[src/rtl/switch_out_arbiter.sv]
// switch_out_arbiter: shares one NoC switch output port among IN_NUM input
// buffers. Round-robin arbitration picks an owner that then holds a wormhole
// lock until its tail flit is forwarded or the packet exceeds MAX_PACK_LEN.
//
// Ports:
//   clk              clock, all state on rising edge
//   a_rst            synchronous active-high reset
//   req_wr_ready_in  per-input "flit valid"
//   req_data_i       packed flits, input i at [i*FLIT_SIZE +: FLIT_SIZE]
//   req_r_ready_out  per-input pop strobe (flit accepted this cycle)
//   out_r_ready_in   downstream ready
//   out_wr_ready_out flit on data_o is valid
//   data_o           forwarded flit (0 when idle)
//   grant_o          one-hot owner, 0 when idle
//   busy_o           lock held
//   pack_cnt_o       packets forwarded (wrapping)
//   len_err_o        sticky over-length flag
module switch_out_arbiter #(
    parameter int unsigned DATA_SIZE    = 8,
    parameter int unsigned ADDR_SIZE    = 4,
    parameter int unsigned IN_NUM       = 5,
    parameter int unsigned MAX_PACK_LEN = 16,
    parameter int unsigned FLIT_SIZE    = DATA_SIZE + ADDR_SIZE + 1
) (
    input  logic                        clk,
    input  logic                        a_rst,
    input  logic [IN_NUM-1:0]           req_wr_ready_in,
    input  logic [IN_NUM*FLIT_SIZE-1:0] req_data_i,
    output logic [IN_NUM-1:0]           req_r_ready_out,
    input  logic                        out_r_ready_in,
    output logic                        out_wr_ready_out,
    output logic [FLIT_SIZE-1:0]        data_o,
    output logic [IN_NUM-1:0]           grant_o,
    output logic                        busy_o,
    output logic [31:0]                 pack_cnt_o,
    output logic                        len_err_o
);

    localparam int unsigned IDX_W = (IN_NUM > 1) ? $clog2(IN_NUM) : 1;
    localparam int unsigned CNT_W = $clog2(MAX_PACK_LEN + 1);

    typedef enum logic {
        ST_IDLE   = 1'b0,
        ST_LOCKED = 1'b1
    } state_t;

    state_t              state_q,    state_d;
    logic [IN_NUM-1:0]   grant_q,    grant_d;
    logic [IDX_W-1:0]    owner_q,    owner_d;
    logic [IDX_W-1:0]    ptr_q,      ptr_d;
    logic [CNT_W-1:0]    flit_cnt_q, flit_cnt_d;
    logic [31:0]         pack_cnt_q, pack_cnt_d;
    logic                len_err_q,  len_err_d;

    logic [FLIT_SIZE-1:0] owner_flit_c;
    logic                 owner_vld_c;
    logic                 xfer_c;
    logic                 tail_c;
    logic                 pick_found_c;
    logic [IDX_W-1:0]     pick_idx_c;

    // Datapath mux driven by the registered one-hot grant; all-zero grant
    // (idle) yields zero data and no strobes.
    always_comb begin
        owner_flit_c = '0;
        for (int unsigned i = 0; i < IN_NUM; i++) begin
            if (grant_q[i]) begin
                owner_flit_c = owner_flit_c | req_data_i[i*FLIT_SIZE +: FLIT_SIZE];
            end
        end
        owner_vld_c = |(grant_q & req_wr_ready_in);
        xfer_c      = owner_vld_c & out_r_ready_in;
        tail_c      = owner_flit_c[FLIT_SIZE-1];
    end

    // Round-robin search starting one past the previous owner.
    always_comb begin
        pick_found_c = 1'b0;
        pick_idx_c   = '0;
        for (int unsigned off = 1; off <= IN_NUM; off++) begin
            logic [IDX_W-1:0] cand;
            cand = IDX_W'((32'(ptr_q) + off) % IN_NUM);
            if (!pick_found_c && req_wr_ready_in[cand]) begin
                pick_found_c = 1'b1;
                pick_idx_c   = cand;
            end
        end
    end

    // Next-state logic.
    always_comb begin
        state_d    = state_q;
        grant_d    = grant_q;
        owner_d    = owner_q;
        ptr_d      = ptr_q;
        flit_cnt_d = flit_cnt_q;
        pack_cnt_d = pack_cnt_q;
        len_err_d  = len_err_q;

        unique case (state_q)
            ST_IDLE: begin
                if (pick_found_c) begin
                    state_d = ST_LOCKED;
                    owner_d = pick_idx_c;
                    grant_d = IN_NUM'(1) << pick_idx_c;
                end
            end
            ST_LOCKED: begin
                if (xfer_c) begin
                    flit_cnt_d = flit_cnt_q + CNT_W'(1);
                    if (tail_c) begin
                        pack_cnt_d = pack_cnt_q + 32'd1;
                        ptr_d      = owner_q;
                        flit_cnt_d = '0;
                        grant_d    = '0;
                        state_d    = ST_IDLE;
                    end else if (flit_cnt_q + CNT_W'(1) == CNT_W'(MAX_PACK_LEN)) begin
                        // Over-length packet: drop the lock without counting it.
                        len_err_d  = 1'b1;
                        ptr_d      = owner_q;
                        flit_cnt_d = '0;
                        grant_d    = '0;
                        state_d    = ST_IDLE;
                    end
                end
            end
            default: begin
                state_d = ST_IDLE;
                grant_d = '0;
            end
        endcase
    end

    // State registers.
    always_ff @(posedge clk) begin
        if (a_rst) begin
            state_q    <= ST_IDLE;
            grant_q    <= '0;
            owner_q    <= '0;
            ptr_q      <= IDX_W'(IN_NUM - 1);
            flit_cnt_q <= '0;
            pack_cnt_q <= '0;
            len_err_q  <= 1'b0;
        end else begin
            state_q    <= state_d;
            grant_q    <= grant_d;
            owner_q    <= owner_d;
            ptr_q      <= ptr_d;
            flit_cnt_q <= flit_cnt_d;
            pack_cnt_q <= pack_cnt_d;
            len_err_q  <= len_err_d;
        end
    end

    assign data_o           = owner_flit_c;
    assign out_wr_ready_out = owner_vld_c;
    assign req_r_ready_out  = grant_q & req_wr_ready_in & {IN_NUM{out_r_ready_in}};
    assign grant_o          = grant_q;
    assign busy_o           = (state_q == ST_LOCKED);
    assign pack_cnt_o       = pack_cnt_q;
    assign len_err_o        = len_err_q;

endmodule

[config.mk]
export PLATFORM = sky130hd
export DESIGN_NAME = switch_out_arbiter
export DESIGN_NICKNAME = d
export VERILOG_FILES = /design/src/rtl/switch_out_arbiter.sv
export SDC_FILE = /design/constraint.sdc
export NUM_CORES = 1
export LEC_CHECK = 0
export CAP_MARGIN = 20
export CORE_UTILIZATION = 50
export CTS_BUF_LIST = sky130_fd_sc_hd__clkbuf_8
export DETAILED_ROUTE_END_ITERATION = 12
export PLACE_DENSITY = 0.86
export SKIP_LAST_GASP = 1
export SYNTH_ARGS = -nofsm -noshare
export SYNTH_HDL_FRONTEND = slang
export SYNTH_SLANG_ARGS = --single-unit
[constraint.sdc]
create_clock -name clk -period 6.8 [get_ports clk]
set_input_delay 0.68 -clock clk [delete_from_list [all_inputs] [get_ports clk]]
set_output_delay 0.68 -clock clk [all_outputs]
set_load 0.01 [all_outputs]
Yosys cells after proc, flatten, opt, wreduce, memory -nomap -nowiden
Cells that the tools add are included.
W data, S select, Z words.
{ "word_totals": {"output_inout_bits": 58, "regBits": 50} }
{ "op_classes": {"n_reduce_logical": 16, "n_bitwise": 9, "n_addsub": 7, "mux": 39, "shift": 1, "eq_ne": 4, "div_mod_pow": 5, "order_cmp": 5} }
{ "op_table": {"columns": ["op", "n"], "rows": [
  ["$mod A32 B3 Y32 const B", 5],
  ["$mux W13", 5],
  ["$or A13 B13 Y13", 4],
  ["$add A32 B1 Y32 const B", 1],
  ["$mux W5", 6],
  ["$mux W3", 7],
  ["$lt A3 B4 Y1 const B", 5],
  ["$bmux W1 S3", 5],
  ["$mux W1", 14],
  ["$and A5 B5 Y5", 2],
  ["$pmux W5 S2", 1],
  ["$reduce_and A3 Y1", 3],
  ["$add A3 B2 Y4 const B", 2],
  ["$add A3 B3 Y4 const B", 2],
  ["$add A5 B1 Y5 const B", 1],
  ["$eq A5 B5 Y1 const B", 1],
  ["$reduce_or A5 Y1", 1],
  ["$shl A1 B3 Y5 const A", 1],
  ["$add A3 B1 Y4 const B", 1],
  ["$logic_and A1 B1 Y1", 4],
  ["$logic_not A1 Y1", 4],
  ["$reduce_and A2 Y1", 2],
  ["$reduce_and A4 Y1", 1],
  ["$ne A3 B2 Y1 const B", 1],
  ["6 further kinds", 7]
]} }

Depth between registers and ports, before layout
Gate-level depths: netlist (run 1).
{ "logic_depth": {"depth_word": 20, "mapped_depth": 22} }

Worst setup path after synthesis (run 1)
No wires, ideal clock.
{ "synth_path": {"path_kind": "flip-flop to flip-flop", "startpoint": "reg ptr_q[0]", "endpoint": "reg grant_q[0], in the netlist grant_o[0]", "path_buffers": 6, "path_slack_ns": 1.830, "stages_incl_launch_ff": 23, "arrival_ns": 4.900, "setup_ns": 0.070, "path_cell_list": "dfxtp_1 -> buf_2 -> buf_2 -> buf_4 -> clkbuf_1 -> inv_1 -> ha_1 -> buf_2 -> inv_2 -> ha_1 -> inv_1 -> ha_1 -> nand2b_1 -> o211ai_2 -> a211oi_1 -> nor4_2 -> a32oi_1 -> or4b_1 -> buf_2 -> or2_1 -> o32a_1 -> a2111o_1 -> o2bb2ai_1"} }
{ "synth_via": {"elab_chain_cells": 20} }
{ "synth_rtl": {"columns": ["item", "line_no", "rtl"], "rows": [
  ["start: declaration", "50", "logic [IDX_W-1:0] ptr_q, ptr_d;"],
  ["start signal: assignment", "140", "ptr_q <= IDX_W'(IN_NUM - 1);"],
  ["start signal: assignment", "148", "ptr_q <= ptr_d;"],
  ["$add A3 B1 Y4", "82", "cand = IDX_W'((32'(ptr_q) + off) % IN_NUM);"],
  ["$mod A32 B3 Y32", "82", null],
  ["$bmux W1 S3", "83", "if (!pick_found_c && req_wr_ready_in[cand]) begin"],
  ["$mux W1 (implied by the code)", "83", null],
  ["$mux W1", "83", null],
  ["$logic_not A1 Y1", "83", null],
  ["$logic_and A1 B1 Y1", "83", null],
  ["$mux W1", "83", null],
  ["[4 not listed]", null, null],
  ["$logic_and A1 B1 Y1", "83", null],
  ["$mux W1", "83", null],
  ["$logic_not A1 Y1", "83", null],
  ["$logic_and A1 B1 Y1", "83", null],
  ["$mux W3", "83", null],
  ["$shl A1 B3 Y5", "105", "grant_d = IN_NUM'(1) << pick_idx_c;"],
  ["$mux W5", "102", "if (pick_found_c) begin"],
  ["$pmux W5 S2", "100", "unique case (state_q)"],
  ["end signal: assignment", "146", "grant_q <= grant_d;"],
  ["end: declaration", "48", "logic [IN_NUM-1:0] grant_q, grant_d;"]
]} }
Several ways; a longest one is shown, not always the timed one. The select of a mux whose other input is x is not followed.
A chain may end at the register's enable or synchronous reset.

Final worst setup path (run 1)
{ "layout_path": {"startpoint": "reg ptr_q[1]", "endpoint": "reg grant_q[0], in the netlist grant_o[0]"} }
Same word-level chain as after synthesis.

==> summary.txt, run 1 <==
GRT
  – Antenna violations before repair: 0
  – Gr ovfl total: 0
  – Vias in the first global route: 4,510
  – Pin count of the biggest net entering global routing: 51
  – GRT Total Usage: 28.32%
  – Global-route wire length before repair: 20,750 µm

Setup path
  – Startpoint types: flip-flop
  – WP data arrival: 5540 ps
  – Setup CP Type: reg -> reg
  – Crit Reg-Reg Startpoint: ptr_q[1]
  – Critical path destination: grant_o[0]
  – CP endpoint kind: flip-flop
  – Worst setup path start: ptr_q[1]
  – R2R depth: 16
  – CP required: 7040 ps
  – Reg2reg end: grant_o[0]
  – Flop-to-flop setup slack: 1500 ps
  – Crit path max fanout: 21

Placed design
  – Number of port buffers: 130
  – GPL Wtd Cong: 0.9152
  – DP HPWL: 9842 µm
  – # placed instances: 767

Clocking
  – Clk buf depth: 2
  – Clock transition at the registers of the reported paths: 90 ps
  – Worst-skew pair later-pin latency: 310 ps
  – CTS sink cnt: 50
  – Hold_buf cts: 0
  – Post-CTS Setup Inserts: 0
  – CTS tree: yes
  – Post_cts resized: 0
  – CTS Buf Count: 5
  – Root Driver: clkbuf_8
  – CTS HTree Levels: 2

Floorplanning
  – Die W: 96.07 µm
  – Die height: 96.07 µm
  – Io pins: 131
  – FP Rows: 33
  – Die ar.: 9228 µm²
  – Area of the core: 8382 µm²
  – Initial Util: 52.78%

Synthesis
  – Largest area contributor in the netlist: dfxtp_1
  – Post-synth cell types: 76
  – Synth Warn #: 0
  – #FFs+latches synth: 50
  – Post-synth top cells: 59 x nand2_1, 50 x dfxtp_1, 49 x nor2_1
  – Count leader, synth: nand2_1
  – Xor/xnor cell area share of the yosys netlist: 8.088%
  – Post-synthesis simple-gate area fraction: 26.44%
  – Mux cell area share after synthesis: 4.949%
  – Fraction of registers with async set/reset: 0%
  – Sequential cell area fraction in the yosys report: 22.62%
  – Cell Area, Synth: 4424 µm²
  – Main combinational cell family by area after synthesis: simple AND/OR/NAND/NOR gates
  – Compound-Gate Fraction of Synth Area: 25.65%
  – Mean Syn Cell Area: 7.858 µm²
  – Mapped Nets: 662
  – Synth top area cells: dfxtp_1 23%, ha_1 7.4%, nand2_1 5.0%, nor2_1 4.2%, xor2_1 4.2%
  – Ys flop type: dfxtp_1
  – EDFF count, synth: 0
  – Cells after synthesis: 563
  – Share of the synthesized area in the top cell type: 22.62%
  – Adder-cell share of the synthesized area: 7.353%

STA
  – Slew HR: 53.60%
  – Minimum clock period: 5303 ps
  – Count of final setup violators: 0
  – Clock Skews: 12.21 ps
  – Worst-Margin Slew: 687.3 ps
  – Final period util: 77.98%
  – Fin. Hold Viols: 0
  – Max Clock Freq: 188.6 MHz
  – Slew Viols, Final: 0
  – RSZ-0062 raised after global routing: false
  – TNS Setup: 0 ps

Detailed routing
  – Via density: 6.236
  – Final ANT Viol Nets: 0
  – Vias post-DR: 4,833
  – Final wirelength: 13,020 µm
  – Avg WL per Cell: 16.80 µm
  – Initial detailed-routing violation count: 354
  – DRC: 0
  – Initial DRT Pass Iterations: 7

Layout
  – Final core occ: 69.67%
  – Non-filler instance count after layout: 775
  – Antenna diodes: 0
  – Layout cell share with drive strength beyond 1: 4.328%
  – Nets@finish: 768
  – Layout area overhead: 31.99%

Power and ir drop
  – Total power draw: 659.7 µW
  – Leakage: 0.002172 µW
  – Power Density: 113.0 nW/µm²
  – Peak VDD IR: 133.6 µV

Hold path
  – Class of the worst hold path: reg -> reg
  – Hold Crit Start: owner_q[0]

Run status
  – Status: completed

Flow run
  – Max cap viols: 0
-- stage by stage --
step	hold WS, ps	instance area (µm²)	worst slack, ps
floorplan	433.2	4424	1830
global placement	451.5	5727	1845
detailed placement	451.8	5727	1579
CTS	464.8	5839	1529
global route	487.8	5839	1197
finish	460.5	5839	1497
-- sequential cells by signal (all words and copies together), names as in the netlist --
register / count
busy_o: 1
flit_cnt_q: 5
grant_o: 5
len_err_o: 1
owner_q: 3
pack_cnt_o: 32
ptr_q: 3
-- cells in the final DEF (no fill, tap or decap), types with 15 or more instances in the layout --
cell,synthesis,layout
dfxtp_1,50,50
clkdlybuf4s50_1,0,130
nand2_1,59,59
nor3_1,15,15
xnor2_1,18,18
a21oi_1,25,25
nand3_1,17,17
xor2_1,21,21
o21ai_0,19,19
a22oi_1,16,16
inv_1,15,15
nor2_1,49,49
ha_1,26,26
-- logic make-up (layout without fill, tap and decap cells) --
family,Yosys count,in the layout
buffers and inverters,52,159
and+or+nand+nor,227,227
adders and majority gates,26,26
AOI/OAI and AO/OA,149,149
muxes,19,19
DFF,50,50
xor gates and xnor gates,40,40
-- worst max-delay path, cell delays in order, from the launching register on --
cell and delay, ps:
dfxtp_1 550, inv_1 250, ha_1 790, inv_2 220
ha_1 270, inv_1 50, ha_1 220, nand2b_1 190
o211ai_2 190, a211oi_1 120, nor4_2 340, a32oi_1 170
or4b_1 730, o41ai_4 550, and2_1 260, nor2b_1 200
o2bb2ai_1 130
-- layer usage --
layer	track usage, %	vias up	wire length, µm
li1	-	2324	-
met1	33.37	2283	5189
met2	51.06	204	6712
met3	5.213	22	903
met4	9.701	0	214
met5	0	-	0
-- where the power goes --
part	internal (µW)	total [µW]	leakage (µW)	switching, µW
Clock	110	213	0.0000585	102
Combinational	82.8	142	0.00171	59.3
Sequential	296	305	0.000404	9.19
Total	489	660	0.00217	171
-- worst min-delay path by stage --
| stage | end | cells past startpoint | slack [ps] |
|---|---|---|---|
| after detailed placement | owner_q[0] | 2 | 450 |
| after floorplan | owner_q[2] | 2 | 430 |
| after global placement | owner_q[1] | 2 | 450 |
| final | owner_q[0] | 2 | 460 |
| after CTS | owner_q[0] | 2 | 460 |
| after global routing | owner_q[0] | 2 | 490 |
-- final cells by class --
cell class | count | area [µm²]
Clock buffer | 5 | 68.82
Clock inverter | 3 | 43.79
Fill cell | 653 | 2542
Inverter | 19 | 71.32
Multi-Input combinational cell | 461 | 3207
Sequential cell | 50 | 1001
Tap cell | 105 | 131.4
Timing Repair Buffer | 132 | 1316
No activity file was read; power rests on OpenSTA's default activity.
==> run 2, diff against run 1 <==
==> constraint.sdc (replaced) <==
create_clock -name clk -period 4.97 [get_ports clk]
set_input_delay 0.497 -clock clk [delete_from_list [all_inputs] [get_ports clk]]
set_output_delay 0.497 -clock clk [all_outputs]
set_load 0.01 [all_outputs]
==> summary.txt, run 2 (synthesized netlist as in run 1, its figures left out) <==
Power and ir drop
  – Peak VDD IR: 136.8 µV
  – Leakage: 0.002215 µW
  – Clk pwr share: 28.9%
  – Register share of total power: 48.2%
  – Power Density: 145.4 nW/µm²
  – Sw frac: 26.60%
  – Comb pwr share: 22.9%
  – P_int: 631.8 µW
  – P_sw: 228.9 µW

GRT
  – Grt met1 use: 33.88%
  – Global route hottest layer: met2
  – Vias in the first global route: 4,642
  – Gr ovfl total: 0
  – Global-route wire length before repair: 20,960 µm
  – Antenna violations before repair: 0
  – Pin count of the biggest net entering global routing: 51
  – GRT Total Usage: 28.45%
  – Met3 GRT Util: 4.028%
  – Met2 usage: 52.19%

Setup path
  – Reg2reg end: grant_o[1]
  – Setup CP Type: reg -> reg
  – CP endpoint kind: flip-flop
  – Startpoint types: flip-flop
  – WP data arrival: 4740 ps
  – Crit path max fanout: 9
  – Flop-to-flop setup slack: 400 ps
  – Crit Reg-Reg Startpoint: ptr_q[1]
  – R2R depth: 16
  – CP required: 5140 ps

Detailed routing
  – Final ANT Viol Nets: 0
  – Via density: 6.141
  – DRC: 0
  – Final wirelength: 12,960 µm
  – Avg WL per Cell: 16.49 µm
  – Vias post-DR: 4,827
  – Initial DRT Pass Iterations: 7
  – Initial detailed-routing violation count: 296

Clocking
  – Root Driver: clkbuf_8
  – Clk buf depth: 2
  – CTS HTree Levels: 2
  – Worst-skew pair later-pin latency: 310 ps
  – CTS tree: yes
  – CTS Buf Count: 5
  – Post-CTS Setup Inserts: 0
  – Clock transition at the registers of the reported paths: 100 ps
  – Hold_buf cts: 0
  – CTS sink cnt: 50

STA
  – Final period util: 91.87%
  – Slew Viols, Final: 0
  – RSZ-0062 raised after global routing: false
  – TNS Setup: 0 ps
  – Worst-Margin Slew: 674.4 ps
  – Count of final setup violators: 0
  – Max Clock Freq: 219.0 MHz
  – Minimum clock period: 4566 ps
  – Clock Skews: 8.940 ps
  – Final setup margin: 403.9 ps
  – Fin. Hold Viols: 0
  – Slew HR: 54.98%

Layout
  – Layout cell share with drive strength beyond 1: 6.021%
  – Max reg flops: 32
  – Antenna diodes: 0
  – Non-filler instance count after layout: 786
  – Design area: 5919 µm²
  – Nets@finish: 779
  – Commonest non-fill, non-tap cell in the layout: clkdlybuf4s50_1
  – Commonest cells after routing, fill and taps aside: 130 x clkdlybuf4s50_1, 59 x nand2_1, 49 x nor2_1, 49 x dfxtp_1, 26 x ha_1
  – Layout area overhead: 33.80%

Hold path
  – Class of the worst hold path: reg -> reg
  – Hold Crit Start: owner_q[1]
  – Hold Path Cell Cnt: 2
  – Hold path endpoint: owner_q[1]

Placed design
  – GPL Wtd Cong: 0.9278
  – Dpl cell area: 5809 µm²
  – Dpl ws: 178.5 ps
  – DP HPWL: 9838 µm
  – Number of port buffers: 130
  – # placed instances: 778

Floorplanning
  – Initial Util: 52.78%
  – Area of the core: 8382 µm²
  – Die W: 96.07 µm
  – Die height: 96.07 µm
  – Io pins: 131
  – Die ar.: 9228 µm²
  – FP Rows: 33

Flow run
  – Max cap viols: 0

Run status
  – Status: completed
run 2: cell count changes in the layout (fill, tap and decap cells not counted), sizes merged:
cell	previous run	this run
clkinvlp	0	1
clkbuf	5	6
inv	20	19
buf	2	13
bufinv	1	0
run 2: metrics by stage:
step                hold slack (ps)  utilization [%]  power, µW
finish                        463.0            70.62      860.8
global route                  496.0            70.62      888.5
CTS                           466.9            70.44      863.4
detailed placement            448.0            69.31      620.0
global placement              456.0            69.31      616.3
floorplan                     433.2                -      505.6
run 2: area by class of cell:
| cell class | count | area [µm²] |
|---|---|---|
| Timing Repair Buffer | 143 | 1399 |
| Fill cell | 671 | 2462 |
| Tap cell | 105 | 131.4 |
| Sequential cell | 50 | 1005 |
| Inverter | 19 | 71.32 |
| Clock buffer | 6 | 82.58 |
| Multi-Input combinational cell | 461 | 3218 |
| Clock inverter | 2 | 12.51 |
run 2: worst max-delay path by stage:
stage / start / to / depth (start not counted)
after floorplan: ptr_q[0] / grant_o[0] / 22
after global placement: ptr_q[2] / grant_o[2] / 15
after detailed placement: ptr_q[2] / grant_o[0] / 15
after CTS: ptr_q[2] / grant_o[0] / 15
after global routing: ptr_q[1] / grant_o[2] / 17
final: ptr_q[1] / grant_o[1] / 16
run 2: worst max-delay path, cell delays in order, from the launching register on:
cell	delay [ps]
dfxtp_1	410
inv_1	200
ha_1	350
inv_2	170
ha_1	170
inv_1	40
ha_1	270
nand2b_1	190
o211ai_2	190
a211oi_1	120
nor4_2	410
a32oi_1	190
or4b_1	730
a2111o_1	400
a22oi_1	380
nand3b_1	170
a21oi_1	60
run 2: power by group through the flow:
stage | Clock (µW) | Sequential (µW) | Combinational [µW]
after floorplan | 0 | 418 | 87.3
after global placement | 0 | 424 | 192
after detailed placement | 0 | 425 | 195
after CTS | 251 | 415 | 197
after global routing | 261 | 416 | 212
final | 248 | 415 | 198
run 2: repair_timing:
item,4_1_cts,5_1_grt
setup endpoints to repair,0,8
endpoints found under the hold margin,0,0
gates resized for setup,0,3
run 2: routing by layer:
layer  share of wire, %  vias to the layer above
li1                   -                     2341
met1                 41                     2254
met2                 50                      198
met3                6.1                       34
met4                2.3                        0
met5                  0                        -
